**src/rtl/player_kinematics.sv**
```systemverilog
// player_kinematics: frame-ticked per-player motion engine covering horizontal stepping, jump, gravity, ceiling and floor.
// Air jumps (up to MAX_JUMPS before landing) are enabled by defining PLAYER_MULTI_JUMP_EN.
module player_kinematics #(
    parameter int POS_W     = 11,
    parameter int VEL_W     = 8,
    parameter int STEP_X    = 5,
    parameter int G         = 1,
    parameter int V         = 10,
    parameter int V_TERM    = 10,
    parameter int MAX_J     = 20,
    parameter int MAX_JUMPS = 2,
    parameter int LIMIT_X   = 10,
    parameter int X_MAX     = 640,
    parameter int Y_MAX     = 400,
    parameter int INIT_X    = 100
) (
    input  logic                               i_clk,
    input  logic                               i_rst,
    input  logic                               i_tick,
    input  logic                               i_left,
    input  logic                               i_right,
    input  logic                               i_jump,
    output logic [POS_W-1:0]                   o_x,
    output logic [POS_W-1:0]                   o_y,
    output logic signed [VEL_W-1:0]            o_vy,
    output logic [1:0]                         o_state,
    output logic [$clog2(MAX_JUMPS+1)-1:0]     o_jumps_left
);

    localparam int JL_W  = $clog2(MAX_JUMPS + 1);
    localparam int CNT_W = $clog2(MAX_J + 1);
    localparam int XW    = POS_W + 1;
    localparam int SW    = ((POS_W > VEL_W) ? POS_W : VEL_W) + 2;

`ifdef PLAYER_MULTI_JUMP_EN
    localparam int JUMPS_EFF = MAX_JUMPS;
    localparam bit AIR_JUMP  = 1'b1;
`else
    localparam int JUMPS_EFF = 1;
    localparam bit AIR_JUMP  = 1'b0;
`endif

    typedef enum logic [1:0] {
        GROUND = 2'b00,
        RISE   = 2'b01,
        FALL   = 2'b10
    } state_t;

    localparam logic [JL_W-1:0]         JUMPS_INIT = JL_W'(JUMPS_EFF);
    localparam logic [JL_W-1:0]         JL_ONE     = JL_W'(1);
    localparam logic [CNT_W-1:0]        CNT_MAX    = CNT_W'(MAX_J);
    localparam logic [CNT_W-1:0]        CNT_ONE    = CNT_W'(1);
    localparam logic [XW-1:0]           X_LO       = XW'(LIMIT_X);
    localparam logic [XW-1:0]           X_HI       = XW'(X_MAX - LIMIT_X);
    localparam logic [XW-1:0]           STEP_E     = XW'(STEP_X);
    localparam logic [POS_W-1:0]        X_INIT     = POS_W'(INIT_X);
    localparam logic [POS_W-1:0]        Y_JUMP     = POS_W'(V);
    localparam logic [POS_W-1:0]        Y_CEIL     = POS_W'(Y_MAX);
    localparam logic signed [SW-1:0]    Y_TOP      = SW'(Y_MAX);
    localparam logic signed [SW-1:0]    SUM_ZERO   = SW'(0);
    localparam logic signed [VEL_W-1:0] VY_JUMP    = VEL_W'(V - G);
    localparam logic signed [VEL_W-1:0] G_V        = VEL_W'(G);
    localparam logic signed [VEL_W-1:0] VY_MIN     = VEL_W'(-V_TERM);
    localparam logic signed [VEL_W-1:0] VY_ZERO    = VEL_W'(0);

    state_t                    state_r;
    state_t                    state_nxt_s;
    logic [POS_W-1:0]          x_r;
    logic [POS_W-1:0]          x_nxt_s;
    logic [POS_W-1:0]          y_r;
    logic [POS_W-1:0]          y_nxt_s;
    logic signed [VEL_W-1:0]   vy_r;
    logic signed [VEL_W-1:0]   vy_nxt_s;
    logic [CNT_W-1:0]          cnt_r;
    logic [CNT_W-1:0]          cnt_nxt_s;
    logic [JL_W-1:0]           jl_r;
    logic [JL_W-1:0]           jl_nxt_s;
    logic                      req_r;
    logic                      jump_prev_r;

    logic                      jump_edge_s;
    logic                      req_s;
    logic                      accept_s;
    logic [XW-1:0]             x_ext_s;
    logic [XW-1:0]             x_inc_s;
    logic signed [SW-1:0]      y_ext_s;
    logic signed [SW-1:0]      vy_ext_s;
    logic signed [SW-1:0]      sum_s;
    logic signed [VEL_W-1:0]   vy_dec_s;
    logic [CNT_W-1:0]          cnt_inc_s;

    // Jump request: an edge seen this cycle counts for a tick in the same cycle.
    always_comb begin
        jump_edge_s = i_jump & ~jump_prev_r;
        req_s       = req_r | jump_edge_s;
    end

    // Sticky jump latch, cleared by every tick whether or not the jump is taken.
    always_ff @(posedge i_clk or posedge i_rst) begin
        if (i_rst) begin
            jump_prev_r <= 1'b0;
            req_r       <= 1'b0;
        end else begin
            jump_prev_r <= i_jump;
            req_r       <= i_tick ? 1'b0 : req_s;
        end
    end

    // Horizontal stepping with margin saturation, one bit wider to avoid wrap.
    always_comb begin
        x_ext_s = {1'b0, x_r};
        x_inc_s = x_ext_s + STEP_E;
        x_nxt_s = x_r;
        if (i_left && !i_right) begin
            if (x_ext_s < (X_LO + STEP_E)) begin
                x_nxt_s = X_LO[POS_W-1:0];
            end else begin
                x_nxt_s = x_r - STEP_E[POS_W-1:0];
            end
        end else if (i_right && !i_left) begin
            if (x_inc_s > X_HI) begin
                x_nxt_s = X_HI[POS_W-1:0];
            end else begin
                x_nxt_s = x_inc_s[POS_W-1:0];
            end
        end else begin
            x_nxt_s = x_r;
        end
    end

    // Vertical next-state: jump accept beats floor/ceiling, which beat plain integration.
    always_comb begin
        y_ext_s     = {{(SW-POS_W){1'b0}}, y_r};
        vy_ext_s    = SW'(vy_r);
        sum_s       = y_ext_s + vy_ext_s;
        vy_dec_s    = vy_r - G_V;
        cnt_inc_s   = cnt_r + CNT_ONE;
        accept_s    = req_s && (jl_r != '0) && ((state_r == GROUND) || AIR_JUMP);
        state_nxt_s = state_r;
        y_nxt_s     = y_r;
        vy_nxt_s    = vy_r;
        cnt_nxt_s   = cnt_r;
        jl_nxt_s    = jl_r;
        if (!i_tick) begin
            state_nxt_s = state_r;
        end else if (accept_s) begin
            state_nxt_s = RISE;
            y_nxt_s     = y_r + Y_JUMP;
            vy_nxt_s    = VY_JUMP;
            cnt_nxt_s   = CNT_ONE;
            jl_nxt_s    = jl_r - JL_ONE;
        end else begin
            case (state_r)
                GROUND: begin
                    state_nxt_s = GROUND;
                    y_nxt_s     = '0;
                    vy_nxt_s    = VY_ZERO;
                end
                RISE, FALL: begin
                    if (sum_s <= SUM_ZERO) begin
                        state_nxt_s = GROUND;
                        y_nxt_s     = '0;
                        vy_nxt_s    = VY_ZERO;
                        cnt_nxt_s   = '0;
                        jl_nxt_s    = JUMPS_INIT;
                    end else if (sum_s >= Y_TOP) begin
                        state_nxt_s = FALL;
                        y_nxt_s     = Y_CEIL;
                        vy_nxt_s    = VY_ZERO;
                    end else if (state_r == RISE) begin
                        y_nxt_s   = sum_s[POS_W-1:0];
                        cnt_nxt_s = cnt_inc_s;
                        if (cnt_inc_s == CNT_MAX) begin
                            state_nxt_s = FALL;
                            vy_nxt_s    = VY_ZERO;
                        end else if (vy_dec_s <= VY_ZERO) begin
                            state_nxt_s = FALL;
                            vy_nxt_s    = vy_dec_s;
                        end else begin
                            state_nxt_s = RISE;
                            vy_nxt_s    = vy_dec_s;
                        end
                    end else begin
                        state_nxt_s = FALL;
                        y_nxt_s     = sum_s[POS_W-1:0];
                        if (vy_dec_s < VY_MIN) begin
                            vy_nxt_s = VY_MIN;
                        end else begin
                            vy_nxt_s = vy_dec_s;
                        end
                    end
                end
                default: begin
                    state_nxt_s = GROUND;
                    y_nxt_s     = '0;
                    vy_nxt_s    = VY_ZERO;
                    cnt_nxt_s   = '0;
                    jl_nxt_s    = JUMPS_INIT;
                end
            endcase
        end
    end

    // Motion state register; x only moves on ticks.
    always_ff @(posedge i_clk or posedge i_rst) begin
        if (i_rst) begin
            state_r <= GROUND;
            x_r     <= X_INIT;
            y_r     <= '0;
            vy_r    <= VY_ZERO;
            cnt_r   <= '0;
            jl_r    <= JUMPS_INIT;
        end else begin
            state_r <= state_nxt_s;
            x_r     <= i_tick ? x_nxt_s : x_r;
            y_r     <= y_nxt_s;
            vy_r    <= vy_nxt_s;
            cnt_r   <= cnt_nxt_s;
            jl_r    <= jl_nxt_s;
        end
    end

    // Outputs come straight from the state flops.
    always_comb begin
        o_x          = x_r;
        o_y          = y_r;
        o_vy         = vy_r;
        o_state      = state_r;
        o_jumps_left = jl_r;
    end

endmodule
```
**config.mk**
```make
export PLATFORM = sky130hd
export DESIGN_NAME = player_kinematics
export DESIGN_NICKNAME = d
export VERILOG_FILES = /design/src/rtl/player_kinematics.sv
export SDC_FILE = /design/constraint.sdc
export NUM_CORES = 1
export LEC_CHECK = 0
export CAP_MARGIN = 5
export CORE_MARGIN = 10
export CORE_UTILIZATION = 58
export DETAILED_ROUTE_END_ITERATION = 8
export GPL_ROUTABILITY_DRIVEN = 0
export GPL_TIMING_DRIVEN = 1
export PLACE_DENSITY = 0.89
export SYNTH_ARGS = -nofsm -noshare
export SYNTH_HDL_FRONTEND = slang
export SYNTH_SLANG_ARGS = --single-unit
```
**constraint.sdc**
```tcl
create_clock -name i_clk -period 3.9 [get_ports i_clk]
set_input_delay 0.78 -clock i_clk [delete_from_list [all_inputs] [get_ports i_clk]]
set_output_delay 0.78 -clock i_clk [all_outputs]
set_load 0.03 [all_outputs]
```
==> impl_metrics.env <==
export IMPL_grt_max_degree=42
export IMPL_detail_route_iter0_violations=344
export IMPL_worstSetupStartpointType="flip-flop"
export IMPL_grt_usage_pct=20.0
export IMPL_grt_pass1_vias=3541
export IMPL_placed_area_um2=4260
export IMPL_syn_avg_cell_area_um2=8.16
export IMPL_timing_fmax_mhz=283
export IMPL_netSwitchingFraction_pct=51.1
export IMPL_cts_buffer_depth=2
export IMPL_setup_tns_ns=0
export IMPL_synth_async_reset_ratio_pct=100
export IMPL_avgViaCountPerCell=6.68
export IMPL_leakagePower_uw=0.00182
export IMPL_arrival_ns=3.73
export IMPL_die_x_um=101
export IMPL_avgRoutedWirePerCell_um=18.1
export IMPL_synthesis_area_um2=3850
export IMPL_dp_hpwl_um=7740
export IMPL_antenna_found_initial=0
export IMPL_drc_errors=0
export IMPL_post_cts_buffers=0
export IMPL_h_tree_depth=2
export IMPL_power_density_nw_per_um2=828
export IMPL_nFillCells=491
export IMPL_clk_pin_slew_ns=0.08
export IMPL_via_count=3848
export IMPL_seq_power_share_pct=24.0
export IMPL_syn_to_final_growth_pct=13.8
export IMPL_final_common_cell="clkdlybuf4s50_1"
export IMPL_fp_row_count=29
export IMPL_clockRootBuffer="clkbuf_8"
export IMPL_drt_pass1_iterations=5
export IMPL_drt_total_wl_um=10400
export IMPL_drv_cap=0
export IMPL_fin_cells=576
export IMPL_post_place_ws_ns=0.398
export IMPL_status="finished, final reports clean"
export IMPL_synth_edf_count=0
export IMPL_chipHeight_um=101
export IMPL_hold_viol_final=0
export IMPL_rsz0062_at_grt="no"
export IMPL_post_route_cell_area_um2=4380
export IMPL_grt_pass1_wl_um=17200
export IMPL_path_max_fanout=20
export IMPL_p_sw_uw=1850
export IMPL_final_period_utilization_pct=90.8
export IMPL_dp_cells=568
export IMPL_synth_warning_count=0
export IMPL_ctsHoldBuffers=0
export IMPL_initial_utilization_pct=60.3
export IMPL_slew_headroom_pct=44.0
export IMPL_ios=40
export IMPL_postCtsResizedCells=0
export IMPL_hp_class="reg -> reg"
export IMPL_cts_buffers=5
export IMPL_worst_slack_ns=0.361
export IMPL_end_kind="flip-flop"
export IMPL_final_cell_mix="39 x clkdlybuf4s50_1, 37 x nand2_1, 37 x dfrtp_1"
export IMPL_internal_power_uw=1770
export IMPL_comb_power_share_pct=65.7
export IMPL_route_antenna_remaining_nets=0
export IMPL_setup_viol=0
export IMPL_syn_instance_count=472
export IMPL_synth_seq_cells=41
export IMPL_cp_required_ns=4.09
export IMPL_period_needed_ns=3.54
export IMPL_clock_skew_ns=0.00788
export IMPL_pwr_share_clk_pct=10.3
export IMPL_seq_area_frac_synth_pct=26.8
export IMPL_finalPower_uw=3630
export IMPL_ys_types=75
export IMPL_syn_nets=504
export IMPL_dieArea_um2=10300
export IMPL_port_buffers=39
export IMPL_clock_sinks=41
export IMPL_worst_pin_slew_ns=0.836
export IMPL_slew_violations=0
export IMPL_num_antenna_cells=0
export IMPL_synth_top_flop_cell="dfrtp_1"
export IMPL_criticalPathCategory="reg -> reg"
export IMPL_cts_tree="done"
export IMPL_ir_drop_v=0.000521
export IMPL_drive_gt1_share_pct=7.41
export IMPL_clk_latency_ns=0.30
export IMPL_rrSetupSlack_ns=0.36
export IMPL_grt_overflow_total=0
export IMPL_nNetsFinal=530
export IMPL_coreArea_um2=6390
==> metrics by stage <==
step / utilization (%) / hold WS [ns]
3_3_place_gp: 66.7 / 0.481
2_1_floorplan: - / 0.457
6_report: 68.6 / 0.502
3_5_place_dp: 66.7 / 0.491
5_1_grt: 68.6 / 0.542
4_1_cts: 68.6 / 0.511
==> critical path: stages, from the launching register on <==
cell and delay [ns]:
dfrtp_1 0.47, ha_1 0.24, fa_1 0.42, a211oi_1 0.33, o21bai_4 0.20, mux2_4 0.31, a211o_1 0.30, nor3_2 0.24
nand4bb_4 0.33, a31oi_4 0.27, mux2_4 0.31
==> layer usage <==
metal  part of all wire [%]  global-route usage (%)  vias to the layer above  wire, um
met5                      0                       0                        -         0
li1                       -                       -                     1819         -
met2                     47                    32.1                      171      4960
met1                     44                    26.9                     1842      4600
met3                    7.5                    3.54                       16       785
met4                    1.0                    5.25                        0       104
==> synth_stat cells, types with 3 or more instances <==
cell type   n  share of area, %
o22ai_1     4              0.65
nand4_1     7               1.1
ha_1       25               8.1
dfstp_2     4               2.7
a21o_1      7               1.4
o31ai_2     3              0.97
and3_1      8               1.3
o21a_1      6               1.2
nor3_1     20               2.6
o221ai_1    5               1.1
inv_1      26               2.5
clkbuf_1   17               1.7
nand2_1    37               3.6
o2bb2ai_1   5               1.1
or3_1       5              0.81
nand4b_1    3              0.68
buf_2       3              0.39
nand3_1    29               3.8
dfrtp_1    37                24
a211oi_1    5              0.97
nor2b_1     5              0.81
a22o_1      3              0.68
o31ai_1     4              0.78
o21ai_0    34               4.4
buf_4       3              0.58
xor2_1      9               2.0
a41oi_1     3              0.68
a21boi_0    3              0.58
nor4_1      5              0.81
nor3b_1     4              0.78
a21oi_1    29               3.8
a31oi_1     7               1.1
nand2b_1    9               1.5
nor2_1     33               3.2
xnor2_1     7               1.6
a211o_1     4              0.91
and2_1      6              0.97
==> state kept, by name, indices dropped and copies added (netlist names) <==
signal / flops
cnt_r: 5
jump_prev_r: 1
o_jumps_left: 2
o_state: 2
o_vy: 8
o_x: 11
o_y: 11
req_r: 1
==> final cells by class <==
type	count	area, um^2	share of cell area, %
clock buffers	6	82.6	1.88
clock inverters	2	37.5	0.857
inverters	26	97.6	2.23
multi-input cells	381	2620	59.7
flip-flops and latches	41	1030	23.5
well taps	77	96.3	2.20
repair buffers	43	420	9.59
==> logic make-up (layout without fill, tap and decap cells) <==
logic type,count (synthesis),in the layout,synth area share (%)
AO/OA/AOI/OAI,154,154,29.1
XOR/XNOR,16,16,3.64
adder cells (fa/ha/maj),26,26,8.64
buffers and inverters,50,77,5.30
flip-flops,41,41,26.8
multiplexers,4,4,1.33
AND/OR/NAND/NOR,181,181,25.2
==> final timing paths <==
| path | end | depth (start not counted) | start |
|---|---|---|---|
| worst max-delay path | cnt_r[1] | 10 | o_vy[0] |
| worst min-delay path | req_r | 2 | req_r |
| worst max register to register | cnt_r[1] | 10 | o_vy[0] |
| worst min register to register | req_r | 2 | req_r |
| max in group asynchronous | o_x[2] | 3 | i_rst |
| min in group asynchronous | req_r | 3 | i_rst |
==> power groups by stage <==
stage	sequential (uW)	clock, uW	combinational [uW]
6_report	871	372	2380
5_1_grt	902	393	2600
4_1_cts	863	377	2360
3_5_place_dp	871	0	2350
3_3_place_gp	861	0	2270
2_1_floorplan	988	0	1590
Power figures use the tool's default switching activity.
